$ cat src/rtl/logic_gate_unit_pipe_pkg.sv
// Shared types for the bitwise gate unit: operation codes and output buffer occupancy.
package logic_gate_pkg;

  localparam int OP_W = 3;

  typedef enum logic [OP_W-1:0] {
    OP_AND  = 3'd0,
    OP_OR   = 3'd1,
    OP_NAND = 3'd2,
    OP_NOR  = 3'd3,
    OP_XOR  = 3'd4,
    OP_XNOR = 3'd5,
    OP_NOT  = 3'd6,
    OP_BUF  = 3'd7
  } op_e;

  typedef enum logic [1:0] {
    BUF_EMPTY = 2'd0,
    BUF_ONE   = 2'd1,
    BUF_TWO   = 2'd2
  } buf_state_e;

endpackage

$ cat src/rtl/logic_gate_unit_pipe_if.sv
// Operand/result handshake bundle; master is the producer/consumer side, slave is the unit.
interface logic_gate_unit_pipe_if
  import logic_gate_pkg::*;
#(
  parameter int WIDTH = 8,
  parameter int CNT_W = 16
);
  logic             in_valid;
  logic             in_ready;
  logic [OP_W-1:0]  op;
  logic [WIDTH-1:0] a;
  logic [WIDTH-1:0] b;
  logic             out_valid;
  logic             out_ready;
  logic [WIDTH-1:0] y;
  logic             y_zero;
  logic             y_ones;
  logic [CNT_W-1:0] xfer_count;

  modport master (
    output in_valid, op, a, b, out_ready,
    input  in_ready, out_valid, y, y_zero, y_ones, xfer_count
  );

  modport slave (
    input  in_valid, op, a, b, out_ready,
    output in_ready, out_valid, y, y_zero, y_ones, xfer_count
  );
endinterface

$ cat src/rtl/logic_gate_unit_pipe_gate_bitwise.sv
// Purely combinational WIDTH-bit gate with run-time operation select.
module gate_bitwise
  import logic_gate_pkg::*;
#(
  parameter int WIDTH = 8
) (
  input  logic [WIDTH-1:0] a,
  input  logic [WIDTH-1:0] b,
  input  op_e              op,
  output logic [WIDTH-1:0] y
);

  always_comb begin
    y = '0;
    case (op)
      OP_AND:  y = a & b;
      OP_OR:   y = a | b;
      OP_NAND: y = ~(a & b);
      OP_NOR:  y = ~(a | b);
      OP_XOR:  y = a ^ b;
      OP_XNOR: y = ~(a ^ b);
      OP_NOT:  y = ~a;
      OP_BUF:  y = a;
      default: y = '0;
    endcase
  end

endmodule

$ cat src/rtl/logic_gate_unit_pipe.sv
// Registered bitwise gate unit: result and flags computed at acceptance, held in a
// 2-entry in-order buffer so the producer sees full throughput under back-pressure.
module logic_gate_unit_pipe
  import logic_gate_pkg::*;
#(
  parameter int WIDTH = 8,
  parameter int CNT_W = 16
) (
  input  logic                  clk,
  input  logic                  rst,
  logic_gate_unit_pipe_if.slave bus
);

  typedef struct packed {
    logic [WIDTH-1:0] y;
    logic             zero;
    logic             ones;
  } entry_t;

  function automatic logic [CNT_W-1:0] sat_inc(input logic [CNT_W-1:0] v);
    if (&v) return v;
    return v + CNT_W'(1);
  endfunction

  logic [WIDTH-1:0] res_p0;
  entry_t           new_p0;
  entry_t           head_p1;
  entry_t           tail_p1;
  buf_state_e       state_q;
  buf_state_e       state_d;
  logic             push;
  logic             pop;
  logic             load_head_new;
  logic             load_head_tail;
  logic             load_tail;
  logic [CNT_W-1:0] cnt_q;

  // Stage p0: combinational gate and flag evaluation on the offered beat
  gate_bitwise #(.WIDTH(WIDTH)) u_gate (
    .a  (bus.a),
    .b  (bus.b),
    .op (op_e'(bus.op)),
    .y  (res_p0)
  );

  assign new_p0 = '{y: res_p0, zero: ~|res_p0, ones: &res_p0};

  assign bus.in_ready  = (state_q != BUF_TWO) && !rst;
  assign bus.out_valid = (state_q != BUF_EMPTY);
  assign push          = bus.in_valid && bus.in_ready;
  assign pop           = bus.out_valid && bus.out_ready;

  always_comb begin
    state_d        = state_q;
    load_head_new  = 1'b0;
    load_head_tail = 1'b0;
    load_tail      = 1'b0;
    case (state_q)
      BUF_EMPTY: begin
        if (push) begin
          state_d       = BUF_ONE;
          load_head_new = 1'b1;
        end
      end
      BUF_ONE: begin
        if (push && pop) begin
          load_head_new = 1'b1;
        end else if (push) begin
          state_d   = BUF_TWO;
          load_tail = 1'b1;
        end else if (pop) begin
          state_d = BUF_EMPTY;
        end
      end
      BUF_TWO: begin
        if (pop) begin
          state_d        = BUF_ONE;
          load_head_tail = 1'b1;
        end
      end
      default: state_d = BUF_EMPTY;
    endcase
  end

  // Stage p1: buffered entries, occupancy and transfer count
  always_ff @(posedge clk or posedge rst) begin
    if (rst) begin
      state_q <= BUF_EMPTY;
      head_p1 <= '0;
      tail_p1 <= '0;
      cnt_q   <= '0;
    end else begin
      state_q <= state_d;
      if (load_head_new)       head_p1 <= new_p0;
      else if (load_head_tail) head_p1 <= tail_p1;
      if (load_tail)           tail_p1 <= new_p0;
      if (push)                cnt_q   <= sat_inc(cnt_q);
    end
  end

  assign bus.y          = head_p1.y;
  assign bus.y_zero     = head_p1.zero;
  assign bus.y_ones     = head_p1.ones;
  assign bus.xfer_count = cnt_q;

endmodule

$ cat src/flat_wrapper.sv
// flat-port wrapper written by rule: the top's interface ports become plain ports
module logic_gate_unit_pipe_flat import logic_gate_pkg::*;
#(
  parameter int WIDTH = 8,
  parameter int CNT_W = 16
)
  (clk, rst, bus_in_valid, bus_op, bus_a, bus_b, bus_out_ready, bus_in_ready, bus_out_valid, bus_y, bus_y_zero, bus_y_ones, bus_xfer_count);
  logic_gate_unit_pipe_if #(.WIDTH(WIDTH), .CNT_W(CNT_W)) bus_i ();
  input  logic clk;
  input  logic rst;
  input wire logic [$bits(bus_i.in_valid)-1:0] bus_in_valid;
  input wire logic [$bits(bus_i.op)-1:0] bus_op;
  input wire logic [$bits(bus_i.a)-1:0] bus_a;
  input wire logic [$bits(bus_i.b)-1:0] bus_b;
  input wire logic [$bits(bus_i.out_ready)-1:0] bus_out_ready;
  output wire logic [$bits(bus_i.in_ready)-1:0] bus_in_ready;
  output wire logic [$bits(bus_i.out_valid)-1:0] bus_out_valid;
  output wire logic [$bits(bus_i.y)-1:0] bus_y;
  output wire logic [$bits(bus_i.y_zero)-1:0] bus_y_zero;
  output wire logic [$bits(bus_i.y_ones)-1:0] bus_y_ones;
  output wire logic [$bits(bus_i.xfer_count)-1:0] bus_xfer_count;
  assign bus_i.in_valid = bus_in_valid;
  assign bus_i.op = bus_op;
  assign bus_i.a = bus_a;
  assign bus_i.b = bus_b;
  assign bus_i.out_ready = bus_out_ready;
  assign bus_in_ready = bus_i.in_ready;
  assign bus_out_valid = bus_i.out_valid;
  assign bus_y = bus_i.y;
  assign bus_y_zero = bus_i.y_zero;
  assign bus_y_ones = bus_i.y_ones;
  assign bus_xfer_count = bus_i.xfer_count;
  logic_gate_unit_pipe #(.WIDTH(WIDTH), .CNT_W(CNT_W)) u_core (.clk(clk), .rst(rst), .bus(bus_i));
endmodule
$ cat config.mk
export PLATFORM = sky130hd
export DESIGN_NAME = logic_gate_unit_pipe_flat
export DESIGN_NICKNAME = d
export VERILOG_FILES = /design/src/rtl/logic_gate_unit_pipe_pkg.sv /design/src/rtl/logic_gate_unit_pipe_if.sv /design/src/rtl/logic_gate_unit_pipe_gate_bitwise.sv /design/src/rtl/logic_gate_unit_pipe.sv /design/src/flat_wrapper.sv
export SDC_FILE = /design/constraint.sdc
export NUM_CORES = 1
export LEC_CHECK = 0
export BUFFER_PORTS_ARGS = -buffer_cell sky130_fd_sc_hd__buf_2
export CAP_MARGIN = 20
export CORE_UTILIZATION = 45
export CTS_CLUSTER_DIAMETER = 60
export DETAILED_ROUTE_END_ITERATION = 8
export HOLD_SLACK_MARGIN = 0.06
export PLACE_DENSITY = 0.71
export SYNTH_ARGS = -nofsm -noshare
export SYNTH_HDL_FRONTEND = slang
export SYNTH_SLANG_ARGS = --single-unit
$ cat constraint.sdc
create_clock -name clk -period 3.97 [get_ports clk]
set_clock_uncertainty 0.15 [all_clocks]
set_input_delay 0.1985 -clock clk [delete_from_list [all_inputs] [get_ports clk]]
set_output_delay 0.1985 -clock clk [all_outputs]
set_load 0.01 [all_outputs]
[Word-level counts from Yosys, hierarchy flattened]
Index checks and enable logic that the tools add are counted.
Word-level totals
  register bits after elaboration: 38
  bits of input ports: 23
  output and inout port bits: 28
  word-level logic and storage cells: 65
Operators by class
  eq/ne operators: 15
  muxes and demuxes: 19
  reductions and logical operators: 15
  bitwise gates (word level): 7
  $add $sub $neg: 1
Operators with widths (count)
  $pmux 8 s8: 1
  $not 8->8: 4
  $mux 10: 2
  $add 16x1->16 const B: 1
  $mux 16: 1
  $reduce_and 16->1: 1
  $eq 3x3->1 const B: 4
  $mux 2: 5
  $and 8x8->8: 1
  $mux 1: 8
  $or 8x8->8: 1
  $reduce_and 8->1: 1
  $reduce_or 8->1: 1
  $xor 8x8->8: 1
  $eq 3x2->1 const B: 2
  $ne 2x2->1 const B: 3
  $pmux 2 s3: 1
  $logic_and 1x1->1: 4
  $ne 2x1->1 const B: 2
  $reduce_and 4->1: 1
  $reduce_bool 2->1: 2
  $eq 3x1->1 const B: 1
  $logic_not 3->1: 1
  $ne 3x1->1 const B: 1
  6 further kinds: 7

[Longest topological paths before layout]
Gate-level depths: netlist (run 1).
  word-level depth: 7
  depth in mapped cells: 8
  depth with buffers taken out: 8

[Cells and area by module]
Synthesis (run 1) repeated with hierarchy kept, for this count alone.
Unflattened totals
  cells, all modules: 263
  area total of the unflattened synthesis: 2542.4 µm²
By module, submodules not included
  logic_gate_unit_pipe: instances 1, seq. area each 950.9 µm², cells each 152, area each 1742.9 µm²
  gate_bitwise: instances 1, seq. area each 0.0 µm², cells each 111, area each 799.5 µm²

[Least setup slack after synthesis (run 1)]
OpenSTA, ideal clock, no wires.
  path type: flip-flop to flip-flop
  start: reg u_core.cnt_q[0], in the netlist u_core.bus.xfer_count[0]
  end: reg u_core.cnt_q[12], in the netlist u_core.bus.xfer_count[12]
  buffers on the path: 0
  arrival: 1.867 ns
  required time: 3.695 ns
  clock period less this slack: 2.143 ns
  stages on the path, launching flop included: 8
  library setup time: 0.125 ns
  slack: 1.827 ns
  cells stage by stage: dfrtp_1 -> ha_1 -> and3_1 -> and3_1 -> and3_1 -> nor4b_1 -> nand3_1 -> xnor2_1
On the way
  word-level cells in the longest chain between the ends: 5
  elaborated cells between the ends (all ways): 7
  those cells by class: add/sub: 1; eq/ne: 1; mux: 3; reduce/logical: 2
RTL lines
  start, declared: line logic_gate_unit_pipe.sv:36  | logic [CNT_W-1:0] cnt_q;
  start signal, assigned: line logic_gate_unit_pipe.sv:97  | if (push) cnt_q <= sat_inc(cnt_q);
  parallel branches: the longest is 5 deep, another holds $add 16x1->16
Several ways; the timed one is not identified. The select of a mux whose other input is x is not followed.
A chain may end at the register's enable or synchronous reset.

[Worst setup path after layout (run 1)]
  start: reg u_core.cnt_q[0], in the netlist u_core.bus.xfer_count[0]
  end: reg u_core.cnt_q[14], in the netlist u_core.bus.xfer_count[14]
The elaborated chain is that of the path after synthesis.

==> results.md, run 1 <==
### STA
* 0.425 — relative slew slack
* 0.408 GHz — maximum operating frequency
* 0.851 ns — actual slew at the worst max-slew pin
* 0 — Fin. Hold Viols
* 2.45 ns — shortest clock period the worst path allows after layout
* 0 ns — total negative slack for setup checks
* 0.617 — share of the clock period used by the worst path
* false — setup repair after global routing missed its margin
* 0 — final setup violation count
* 0 — max-slew violation count
* 1.52 ns — worst-case setup margin in the final layout

### Finish
* 0.235 — fraction of final layout cells with drive strength greater than 1
* 0 — number of diodes
* 1490 sq um — area taken by multi-input logic gates
* 13.8% — Syn-to-layout area delta
* 375 — net total in the final layout
* 553 — number of inserted filler cells in the final layout
* 951 sq um — Reg area

### Logic synthesis
* 1.00 — post-synthesis async set-or-reset flop share
* 0 — number of flops mapped to enable cells by yosys
* 327 — post-synthesis net count
* 2610 sq um — combined area of all synthesized cells
* 9.10 sq um — syn_area_per_cell
* 0 — yosys warns
* 46 — Distinct cells, synth
* 0.364 — Seq/Total Area, Yosys
* sky130_fd_sc_hd__dfrtp_1 — Primary FF master, synth
* 38 — synthesized flop and latch total
* 287 — Syn Inst Count

### Drt
* 13.2 um — mean routed wirelength per cell
* 0 — DRC violation count after routing
* 99 — DRC violation total after the first TritonRoute iteration
* 5380 um — Post-Route WL
* 5.29 — Vias/cell
* 0 — number of nets with antenna violations after detailed routing
* 4 — First-pass DRT Iterations
* 2159 — DR vias

### Floorplanning
* 0.471 — initial cell density of the core
* 5540 sq um — area of the core
* 78.2 um — die outline width
* 51 — I/O pin count
* 27 — count of standard-cell rows
* 78.2 um — chip height
* 6110 sq um — area enclosed by the die boundary

### Min path
* bus_op[2] — startpoint of the tightest hold check path
* u_core.bus.y[2]$_DFFE_PP0P_ — hold worst-path end
* in -> reg — class of the most critical hold timing path
* 5 — number of cells on the worst hold path

### Clock tree
* 0.08 ns — Reg clk slew, reported paths
* 5 — number of buffers inserted during clock tree synthesis
* 2 — H-Tree Depth
* 0.29 ns — clock insertion delay at the later pin of the skew report
* 2 — buffers from clock root to sink, at most
* built — CTS tree
* 38 — CTS Sinks
* sky130_fd_sc_hd__clkbuf_8 — Clock Root Buffer

### Worst setup path
* 2.48 ns — Worst EP arrival
* 1.52 ns — R2R Setup Slk
* u_core.bus.xfer_count[14]$_DFFE_PP0P_ — end of the worst register-to-register path
* register — Startpoint Class
* 4.00 ns — Required @ worst endpoint
* register — sort of element at the end of the critical path
* simple AND/OR/NAND/NOR gates — gate family responsible for the most delay along the worst path
* 5 — maximum fanout along the worst path
* 0 — Critical path buffers and inverters
* 0.63 ns — CP max stage delay
* sky130_fd_sc_hd__nor4b_1 — CP max stage cell
* reg -> reg — Setup CP Type
* 7 — number of cells traversed by the worst register-to-register path
* u_core.bus.xfer_count[0]$_DFFE_PP0P_ — start of the worst register-to-register path
* ha_1, and3_1, and3_1, and3_1, nor4b_1, nand3_1, xnor2_1 — cell chain of the critical path
* sky130_fd_sc_hd__and3_1 — dominant cell type by count on the critical path

### Global route
* 9450 um — wire length of the first global-routing pass
* 0 — overall overflow remaining after global route
* 0 — antenna violations before repair
* 47 — maximum number of pins on one net before global-route repair
* 0.190 — global router's overall resource usage
* 2023 — vias in the first global route

### Power
* 401 nW/um^2 — pwr/cell area
* 0.305 mV — Max VDD drop
* 1.19 mW — Power Total
* 1.46 nW — total leakage power

### Placement
* 0.804 — placer's final routability congestion estimate
* 1.44 ns — Post-Place Worst Slack
* 50 — Port Buf Inserts
* 3980 um — DP HPWL

### Job
* 0 — max_cap viols

### Outcome
* completed — result of the run

[cells by family after synthesis]
logic type | Yosys count | synth area share
mux | 10 | 0.0426
buf+inv | 31 | 0.0671
flops | 38 | 0.364
compound gates | 61 | 0.157
simple gates | 106 | 0.205
xor+xnor | 24 | 0.0834
fa+ha+maj | 17 | 0.0815
[placed cells by master (no fill, tap or decap), types with 7 or more instances in the layout]
master,netlist,final
sky130_fd_sc_hd__a21oi_1,17,17
sky130_fd_sc_hd__buf_2,1,50
sky130_fd_sc_hd__dfrtp_1,38,38
sky130_fd_sc_hd__ha_1,17,17
sky130_fd_sc_hd__inv_1,19,19
sky130_fd_sc_hd__mux2_2,9,9
sky130_fd_sc_hd__nand2_1,39,39
sky130_fd_sc_hd__nand3_1,8,8
sky130_fd_sc_hd__nor2_1,18,18
sky130_fd_sc_hd__nor2b_1,10,10
sky130_fd_sc_hd__o21ai_0,14,14
sky130_fd_sc_hd__o221ai_1,7,7
sky130_fd_sc_hd__xnor2_1,12,12
sky130_fd_sc_hd__xor2_1,11,11
[state kept, by name (all words and copies together), names as in the netlist]
| signal | cells |
|---|---|
| u_core.tail_p1 | 10 |
| u_core.state_q | 2 |
| u_core.bus.y | 8 |
| u_core.bus.xfer_count | 16 |
| u_core.bus.y_ones | 1 |
| u_core.bus.y_zero | 1 |
[cell usage after synthesis (2+ instances only)]
library cell,count,share of area
sky130_fd_sc_hd__or4_4,2,0.0086
sky130_fd_sc_hd__o32a_1,6,0.023
sky130_fd_sc_hd__or2b_1,5,0.014
sky130_fd_sc_hd__dfrtp_1,38,0.36
sky130_fd_sc_hd__or2_2,2,0.0048
sky130_fd_sc_hd__xnor2_1,12,0.040
sky130_fd_sc_hd__nand2_1,39,0.056
sky130_fd_sc_hd__o21ai_0,14,0.027
sky130_fd_sc_hd__nor2b_1,10,0.024
sky130_fd_sc_hd__o31ai_1,3,0.0086
sky130_fd_sc_hd__mux2_2,9,0.039
sky130_fd_sc_hd__a21oi_1,17,0.033
sky130_fd_sc_hd__nor4b_1,2,0.0067
sky130_fd_sc_hd__a31oi_1,3,0.0072
sky130_fd_sc_hd__nand2b_1,3,0.0072
sky130_fd_sc_hd__nand4_1,5,0.012
sky130_fd_sc_hd__ha_1,17,0.081
sky130_fd_sc_hd__clkbuf_1,3,0.0043
sky130_fd_sc_hd__a22oi_1,5,0.014
sky130_fd_sc_hd__buf_6,3,0.013
sky130_fd_sc_hd__xor2_1,11,0.037
sky130_fd_sc_hd__and3_1,4,0.0096
sky130_fd_sc_hd__nor2_1,18,0.026
sky130_fd_sc_hd__o221ai_1,7,0.023
sky130_fd_sc_hd__nand3_1,8,0.015
sky130_fd_sc_hd__o31ai_2,2,0.0096
sky130_fd_sc_hd__nor3_1,2,0.0038
sky130_fd_sc_hd__inv_1,19,0.027
[stage by stage]
stage                     utilization  hold slack [ns]  area, sq um  std cells
after global routing            0.536            0.336         2970        408
after floorplan                     -            0.115         2610        287
after detailed placement        0.515            0.210         2860        398
final                           0.536            0.303         2970        408
after CTS                       0.536            0.306         2970        408
after global placement          0.515            0.206         2860        398
[where the power goes]
part,leakage (nW),total [mW],internal (mW),switching (mW)
combinational,0.926,0.349,0.168,0.180
sequential,0.491,0.561,0.484,0.0769
clock,0.0472,0.280,0.140,0.141
[routing by layer]
| metal | vias up | wire length [um] | global-route usage |
|---|---|---|---|
| li1 | 1089 | - | - |
| met1 | 1027 | 2560 | 0.267 |
| met2 | 36 | 2560 | 0.304 |
| met3 | 7 | 210 | 0.0372 |
| met4 | 0 | 45 | 0.0389 |
| met5 | - | 0 | 0 |
[repair_timing]
| item | in CTS | in global routing |
|---|---|---|
| endpoints found under the setup margin | 0 | 0 |
| resized for setup | 0 | 0 |
| hold buffers | 2 | 0 |
| buffers inserted | 0 | 0 |
| hold endpoints to repair | 39 | 0 |
[area by class of cell]
class,instances,share of cell area
multi-input combinational,218,0.500
inverter,19,0.0240
sequential,38,0.320
clock inverter,2,0.00421
tap,72,0.0303
clock buffer,6,0.0278
timing repair buffer,53,0.0935
[worst max-delay path by stage]
stage / slack, ns / to / depth (start not counted) / startpoint
after floorplan: 1.83 / u_core.bus.xfer_count[12]$_DFFE_PP0P_ / 7 / u_core.bus.xfer_count[0]$_DFFE_PP0P_
after global placement: 1.53 / u_core.tail_p1[1]$_DFFE_PP0P_ / 7 / bus_op[0]
after detailed placement: 1.44 / u_core.tail_p1[1]$_DFFE_PP0P_ / 7 / bus_op[0]
after CTS: 1.52 / u_core.bus.xfer_count[14]$_DFFE_PP0P_ / 7 / u_core.bus.xfer_count[0]$_DFFE_PP0P_
after global routing: 1.24 / u_core.bus.xfer_count[12]$_DFFE_PP0P_ / 7 / u_core.bus.xfer_count[0]$_DFFE_PP0P_
final: 1.52 / u_core.bus.xfer_count[14]$_DFFE_PP0P_ / 7 / u_core.bus.xfer_count[0]$_DFFE_PP0P_
[worst reg2reg max path, stage by stage (launching register included)]
cell	delay, ns
sky130_fd_sc_hd__dfrtp_1	0.42
sky130_fd_sc_hd__ha_1	0.19
sky130_fd_sc_hd__and3_1	0.20
sky130_fd_sc_hd__and3_1	0.18
sky130_fd_sc_hd__and3_1	0.23
sky130_fd_sc_hd__nor4b_1	0.63
sky130_fd_sc_hd__nand3_1	0.18
sky130_fd_sc_hd__xnor2_1	0.17
(Power assumes the default switching activity.)
==> inputs of run 2 (changes only) <==
--- a/config.mk
+++ b/config.mk
@@ -5,6 +5,7 @@
 export SDC_FILE = /design/constraint.sdc
 export NUM_CORES = 1
 export LEC_CHECK = 0
+export ABC_AREA = 1
 export BUFFER_PORTS_ARGS = -buffer_cell sky130_fd_sc_hd__buf_2
 export CAP_MARGIN = 20
 export CORE_UTILIZATION = 45
==> constraint.sdc (replaced) <==
create_clock -name clk -period 2.5 [get_ports clk]
set_clock_uncertainty 0.15 [all_clocks]
set_input_delay 0.125 -clock clk [delete_from_list [all_inputs] [get_ports clk]]
set_output_delay 0.125 -clock clk [all_outputs]
set_load 0.01 [all_outputs]
==> results.md, run 2 <==
### Outcome
* completed — result of the run

### Finish
* sky130_fd_sc_hd__nand2_1 (98), sky130_fd_sc_hd__inv_1 (51), sky130_fd_sc_hd__buf_2 (50), sky130_fd_sc_hd__nand3_1 (43) — top library cells by usage in the layout, fill and taps aside
* 0 — number of diodes
* 16 — max FFs per register
* 516 — final standard cell count with taps included and fillers excluded
* 13.5% — Syn-to-layout area delta
* 0.184 — fraction of final layout cells with drive strength greater than 1
* 481 — net total in the final layout
* sky130_fd_sc_hd__nand2_1 — commonest non-fill, non-tap cell in the layout

### Global route
* 0 — antenna violations before repair
* met2 — Top Usage Layer GRT
* 0 — overall overflow remaining after global route
* 10300 um — wire length of the first global-routing pass
* 2385 — vias in the first global route
* 0.327 — met2 Usage GRT
* 39 — maximum number of pins on one net before global-route repair
* 0.0360 — global routing met3 resource utilization
* 0.267 — met1 capacity usage during global routing
* 0.202 — global router's overall resource usage

### Logic synthesis
* sky130_fd_sc_hd__dfrtp_1 — area leader, netlist
* sky130_fd_sc_hd__dfrtp_1 — Primary FF master, synth
* 0.338 — Seq/Total Area, Yosys
* 2810 sq um — combined area of all synthesized cells
* sky130_fd_sc_hd__nand2_1 — most numerous cell in the Yosys netlist
* 0.338 — area share of the largest cell type after synthesis
* sky130_fd_sc_hd__dfrtp_1 (34%), sky130_fd_sc_hd__nand2_1 (13%), sky130_fd_sc_hd__nand3_1 (7.7%) — main area contributors after synthesis
* 30 — Distinct cells, synth
* 431 — post-synthesis net count
* 0 — yosys warns
* 1.00 — post-synthesis async set-or-reset flop share
* 38 — synthesized flop and latch total
* 391 — Syn Inst Count
* sky130_fd_sc_hd__nand2_1 (98), sky130_fd_sc_hd__inv_1 (51), sky130_fd_sc_hd__nand3_1 (43), sky130_fd_sc_hd__dfrtp_1 (38), sky130_fd_sc_hd__nor2_1 (38) — leading cell types by count after synthesis
* 7.19 sq um — syn_area_per_cell
* 0 — number of flops mapped to enable cells by yosys

### Drt
* 114 — DRC violation total after the first TritonRoute iteration
* 4 — First-pass DRT Iterations
* 0 — number of nets with antenna violations after detailed routing
* 6210 um — Post-Route WL
* 12.0 um — mean routed wirelength per cell
* 0 — DRC violation count after routing
* 2629 — DR vias
* 5.09 — Vias/cell

### Clock tree
* 0 — post-CTS setup buffers
* built — CTS tree
* sky130_fd_sc_hd__clkbuf_8 — Clock Root Buffer
* 0.08 ns — Reg clk slew, reported paths
* 5 — number of buffers inserted during clock tree synthesis
* 2 — CTS Hold Buffers Added
* 0.29 ns — clock insertion delay at the later pin of the skew report
* 38 — CTS Sinks
* 0 — cts repair resizes
* 2 — buffers from clock root to sink, at most
* 2 — H-Tree Depth

### STA
* 0 — final setup violation count
* 2.05 ns — shortest clock period the worst path allows after layout
* 0 ns — total negative slack for setup checks
* 0 — max-slew violation count
* 0 — Fin. Hold Viols
* 0.818 — share of the clock period used by the worst path
* false — setup repair after global routing missed its margin
* 0.489 GHz — maximum operating frequency
* 0.642 — relative slew slack
* 0.537 ns — actual slew at the worst max-slew pin

### Floorplanning
* 81.1 um — chip height
* 6570 sq um — area enclosed by the die boundary
* 5990 sq um — area of the core
* 51 — I/O pin count
* 81.1 um — die outline width
* 0.470 — initial cell density of the core
* 28 — count of standard-cell rows

### Worst setup path
* u_core.bus.xfer_count[0]$_DFFE_PP0P_ — Critical path origin
* register — Startpoint Class
* register — sort of element at the end of the critical path
* 2.53 ns — Required @ worst endpoint
* reg -> reg — Setup CP Type
* u_core.bus.xfer_count[0]$_DFFE_PP0P_ — start of the worst register-to-register path
* 2.07 ns — Worst EP arrival
* 7 — maximum fanout along the worst path

### Power
* 1.79 nW — total leakage power
* 0.444 mV — Max VDD drop
* 1.77 mW — Power Total
* 554 nW/um^2 — pwr/cell area

### Placement
* 0.856 — placer's final routability congestion estimate
* 4600 um — DP HPWL
* 50 — Port Buf Inserts
* 507 — instance count after placement with tap cells included

### Min path
* in -> reg — class of the most critical hold timing path
* bus_in_valid — startpoint of the tightest hold check path

### Job
* 0 — max_cap viols

-- run 2: cell count changes in the layout (fill, tap and decap cells not counted), moves of 8 or more --
cell,change
sky130_fd_sc_hd__nor2_1,+20
sky130_fd_sc_hd__o21ai_0,+8
sky130_fd_sc_hd__nor2b_1,-10
sky130_fd_sc_hd__nand3_1,+35
sky130_fd_sc_hd__mux2_2,-9
sky130_fd_sc_hd__a21oi_1,-12
sky130_fd_sc_hd__nand2_1,+59
sky130_fd_sc_hd__inv_1,+32
sky130_fd_sc_hd__nand4_1,+12
-- run 2: logic make-up after synthesis --
| family | share of synthesized area |
|---|---|
| and+or+nand+nor | 0.367 |
| xor gates and xnor gates | 0.0467 |
| DFF | 0.338 |
| buffers and inverters | 0.110 |
| adders and majority gates | 0.0756 |
| AOI/OAI and AO/OA | 0.0627 |
-- run 2: through the flow --
| stage | utilization | cell area [sq um] | worst slack [ns] | hold WS [ns] |
|---|---|---|---|---|
| finish | 0.533 | 3190 | 0.455 | 0.137 |
| global route | 0.533 | 3190 | 0.291 | 0.142 |
| CTS | 0.533 | 3190 | 0.444 | 0.149 |
| detailed placement | 0.517 | 3090 | 0.495 | 0.163 |
| global placement | 0.517 | 3090 | 0.494 | 0.147 |
| floorplan | - | 2810 | 0.648 | 0.0823 |
-- run 2: cell type report --
class / count / area, sq um
well taps: 75 / 93.8
flip-flops and latches: 38 / 951
multi-input cells: 283 / 1550
fillers: 611 / 2800
inverters: 57 / 216
clock buffers: 5 / 68.8
repair buffers: 56 / 300
clock inverters: 2 / 10.0
-- run 2: final timing paths --
kind,cells after the start,slack (ns),endpoint
worst max-delay path,10,0.45,u_core.bus.xfer_count[14]$_DFFE_PP0P_
worst min-delay path,3,0.14,u_core.state_q[0]$_DFFE_PP0P_
worst max register to register,10,0.45,u_core.bus.xfer_count[14]$_DFFE_PP0P_
worst min register to register,2,0.32,u_core.bus.y_zero$_DFFE_PP0P_
max in group asynchronous,4,1.47,u_core.bus.y[1]$_DFFE_PP0P_
min in group asynchronous,4,0.39,u_core.bus.xfer_count[0]$_DFFE_PP0P_
-- run 2: report_power, final --
group | internal, mW | switching, mW | total [mW] | leakage, nW
clock | 0.187 | 0.213 | 0.400 | 0.0438
sequential | 0.744 | 0.0930 | 0.837 | 0.499
combinational | 0.214 | 0.319 | 0.532 | 1.25
total | 1.14 | 0.625 | 1.77 | 1.79
-- run 2: per-layer routing --
metal | share of wire | vias up
met2 | 0.45 | 72
met4 | 0.018 | 0
met3 | 0.053 | 8
li1 | - | 1346
met1 | 0.48 | 1203
met5 | 0 | -
-- run 2: critical path: stages (launching register included) --
cell	delay, ns
sky130_fd_sc_hd__dfrtp_1	0.43
sky130_fd_sc_hd__ha_1	0.23
sky130_fd_sc_hd__nand3_1	0.18
sky130_fd_sc_hd__nor3_1	0.07
sky130_fd_sc_hd__nand3_1	0.13
sky130_fd_sc_hd__nand2_4	0.11
sky130_fd_sc_hd__nor2_4	0.11
sky130_fd_sc_hd__nand2_1	0.12
sky130_fd_sc_hd__nor2_1	0.18
sky130_fd_sc_hd__nand2_1	0.09
sky130_fd_sc_hd__xnor2_1	0.13
==> inputs of run 3 (changes only) <==
--- a/config.mk
+++ b/config.mk
@@ -12,7 +12,7 @@
 export CTS_CLUSTER_DIAMETER = 60
 export DETAILED_ROUTE_END_ITERATION = 8
 export HOLD_SLACK_MARGIN = 0.06
-export PLACE_DENSITY = 0.71
+export PLACE_DENSITY = 0.73
 export SYNTH_ARGS = -nofsm -noshare
 export SYNTH_HDL_FRONTEND = slang
 export SYNTH_SLANG_ARGS = --single-unit
==> constraint.sdc (replaced) <==
create_clock -name clk -period 1.7 [get_ports clk]
set_clock_uncertainty 0.15 [all_clocks]
set_input_delay 0.085 -clock clk [delete_from_list [all_inputs] [get_ports clk]]
set_output_delay 0.085 -clock clk [all_outputs]
set_load 0.01 [all_outputs]
==> results.md, run 3 (synthesis gave the netlist of run 2 again) <==
### Floorplanning
* 81.1 um — chip height
* 51 — I/O pin count
* 5990 sq um — area of the core
* 81.1 um — die outline width
* 28 — count of standard-cell rows
* 6570 sq um — area enclosed by the die boundary
* 0.470 — initial cell density of the core

### STA
* -0.0696 ns — total negative slack for setup checks
* 0.201 ns — worst hold margin
* true — setup repair after global routing missed its margin
* 1.02 — share of the clock period used by the worst path
* 0 — Fin. Hold Viols
* 1.74 ns — shortest clock period the worst path allows after layout
* -0.0396 ns — worst-case setup margin in the final layout
* 4 — final setup violation count
* 0 — max-slew violation count
* 0.575 GHz — maximum operating frequency
* 0.650 — relative slew slack
* 0.525 ns — actual slew at the worst max-slew pin

### Global route
* 0 — overall overflow remaining after global route
* 0.220 — global router's overall resource usage
* 28 — maximum number of pins on one net before global-route repair
* 2570 — vias in the first global route
* 11300 um — wire length of the first global-routing pass
* 0 — antenna violations before repair

### Clock tree
* built — CTS tree
* 0.30 ns — clock insertion delay at the later pin of the skew report
* 38 — CTS Sinks
* 5 — number of buffers inserted during clock tree synthesis
* 2 — buffers from clock root to sink, at most
* sky130_fd_sc_hd__clkbuf_8 — Clock Root Buffer
* 2 — H-Tree Depth
* 0.08 ns — Reg clk slew, reported paths

### Finish
* 0.325 — fraction of final layout cells with drive strength greater than 1
* 36.2% — Syn-to-layout area delta
* 16 — max FFs per register
* 535 — net total in the final layout
* sky130_fd_sc_hd__nand2_1 (92), sky130_fd_sc_hd__buf_4 (51), sky130_fd_sc_hd__buf_2 (50), sky130_fd_sc_hd__inv_1 (48), sky130_fd_sc_hd__nand3_1 (39) — top library cells by usage in the layout, fill and taps aside
* 3830 sq um — final std cell area, no fill
* sky130_fd_sc_hd__nand2_1 — commonest non-fill, non-tap cell in the layout
* 571 — final standard cell count with taps included and fillers excluded
* 0 — number of diodes

### Power
* 0.340 — switching part of the total
* 2.05 mW — total internal power
* 0.242 — Clock Power Share
* 2.13 nW — total leakage power
* 0.571 mV — Max VDD drop
* 1.06 mW — switching power
* 0.352 — combinational share of power
* 0.406 — Reg power frac
* 812 nW/um^2 — pwr/cell area

### Worst setup path
* 1.78 ns — Worst EP arrival
* u_core.bus.xfer_count[1]$_DFFE_PP0P_ — start of the worst register-to-register path
* 2 — maximum fanout along the worst path
* u_core.bus.xfer_count[15]$_DFFE_PP0P_ — end of the worst register-to-register path
* reg -> reg — Setup CP Type
* register — sort of element at the end of the critical path
* -0.04 ns — R2R Setup Slk
* 1.74 ns — Required @ worst endpoint
* register — Startpoint Class
* 9 — number of cells traversed by the worst register-to-register path

### Drt
* 5.03 — Vias/cell
* 7040 um — Post-Route WL
* 118 — DRC violation total after the first TritonRoute iteration
* 0 — DRC violation count after routing
* 12.3 um — mean routed wirelength per cell
* 0 — number of nets with antenna violations after detailed routing
* 2872 — DR vias
* 4 — First-pass DRT Iterations

### Min path
* in -> reg — class of the most critical hold timing path
* u_core.state_q[0]$_DFFE_PP0P_ — hold worst-path end
* 4 — number of cells on the worst hold path
* bus_in_valid — startpoint of the tightest hold check path

### Outcome
* complete, but fails checks — result of the run
* negative setup slack — violated checks

### Placement
* 50 — Port Buf Inserts
* 0.853 — placer's final routability congestion estimate
* 556 — instance count after placement with tap cells included
* 5220 um — DP HPWL
* 3530 sq um — total cell area at the placement stage

### Job
* 0 — max_cap viols

-- run 3: timing repair --
| action | 4_1_cts | 5_1_grt |
|---|---|---|
| cloned | 0 | 0 |
| pin swaps | 3 | 11 |
| endpoints found under the setup margin | 14 | 33 |
| hold buffers | 2 | 0 |
| hold endpoints to repair | 13 | 0 |
| buffers inserted | 3 | 3 |
| gates resized for setup | 3 | 34 |
-- run 3: routing by layer --
| metal | global-route usage | wire length [um] | up-vias |
|---|---|---|---|
| li1 | - | - | 1457 |
| met1 | 0.278 | 3160 | 1328 |
| met3 | 0.0326 | 249 | 9 |
| met5 | 0 | 0 | - |
| met2 | 0.381 | 3530 | 78 |
| met4 | 0.0714 | 97 | 0 |
-- run 3: cell type report --
cell class	instances	area, sq um
clock buffer	5	68.8
clock inverter	3	40.0
fill	531	2160
inverter	57	221
multi-input combinational	283	1700
sequential	38	952
tap	75	93.8
timing repair buffer	110	758
-- run 3: worst max-delay path, stage by stage (launching register included) --
cell and delay, ns:
sky130_fd_sc_hd__dfrtp_1 0.41, sky130_fd_sc_hd__buf_6 0.13, sky130_fd_sc_hd__nand3_4 0.07, sky130_fd_sc_hd__nor3b_2 0.22, sky130_fd_sc_hd__nand3_1 0.15, sky130_fd_sc_hd__nor2_4 0.14
sky130_fd_sc_hd__nand2_2 0.08, sky130_fd_sc_hd__nor2_4 0.10, sky130_fd_sc_hd__nand2_2 0.06, sky130_fd_sc_hd__xnor2_1 0.11
-- run 3: power groups by stage --
stage	registers [mW]	logic [mW]	clock network, mW
3_3_place_gp	1.23	0.935	0
5_1_grt	1.28	1.22	0.796
4_1_cts	1.22	0.993	0.763
2_1_floorplan	1.29	0.483	0
6_report	1.26	1.10	0.752
3_5_place_dp	1.24	0.958	0
-- run 3: worst max-delay path by stage --
stage,slack [ns],depth (start not counted),from,to
after global placement,0.005,10,u_core.state_q[1]$_DFFE_PP0P_,u_core.bus.xfer_count[14]$_DFFE_PP0P_
final,-0.04,9,u_core.bus.xfer_count[1]$_DFFE_PP0P_,u_core.bus.xfer_count[15]$_DFFE_PP0P_
after CTS,-0.03,10,u_core.state_q[1]$_DFFE_PP0P_,u_core.bus.xfer_count[14]$_DFFE_PP0P_
after floorplan,-0.05,10,u_core.bus.xfer_count[1]$_DFFE_PP0P_,u_core.bus.xfer_count[14]$_DFFE_PP0P_
after detailed placement,-0.08,10,u_core.state_q[1]$_DFFE_PP0P_,u_core.bus.xfer_count[14]$_DFFE_PP0P_
after global routing,-0.12,9,u_core.bus.xfer_count[1]$_DFFE_PP0P_,u_core.bus.xfer_count[15]$_DFFE_PP0P_
-- run 3: through the flow --
stage	util	worst slack [ns]	power, mW
4_1_cts	0.616	-0.0250	2.98
5_1_grt	0.640	-0.116	3.30
6_report	0.640	-0.0396	3.11
3_5_place_dp	0.590	-0.0768	2.20
3_3_place_gp	0.590	0.00530	2.17
2_1_floorplan	-	-0.0530	1.77
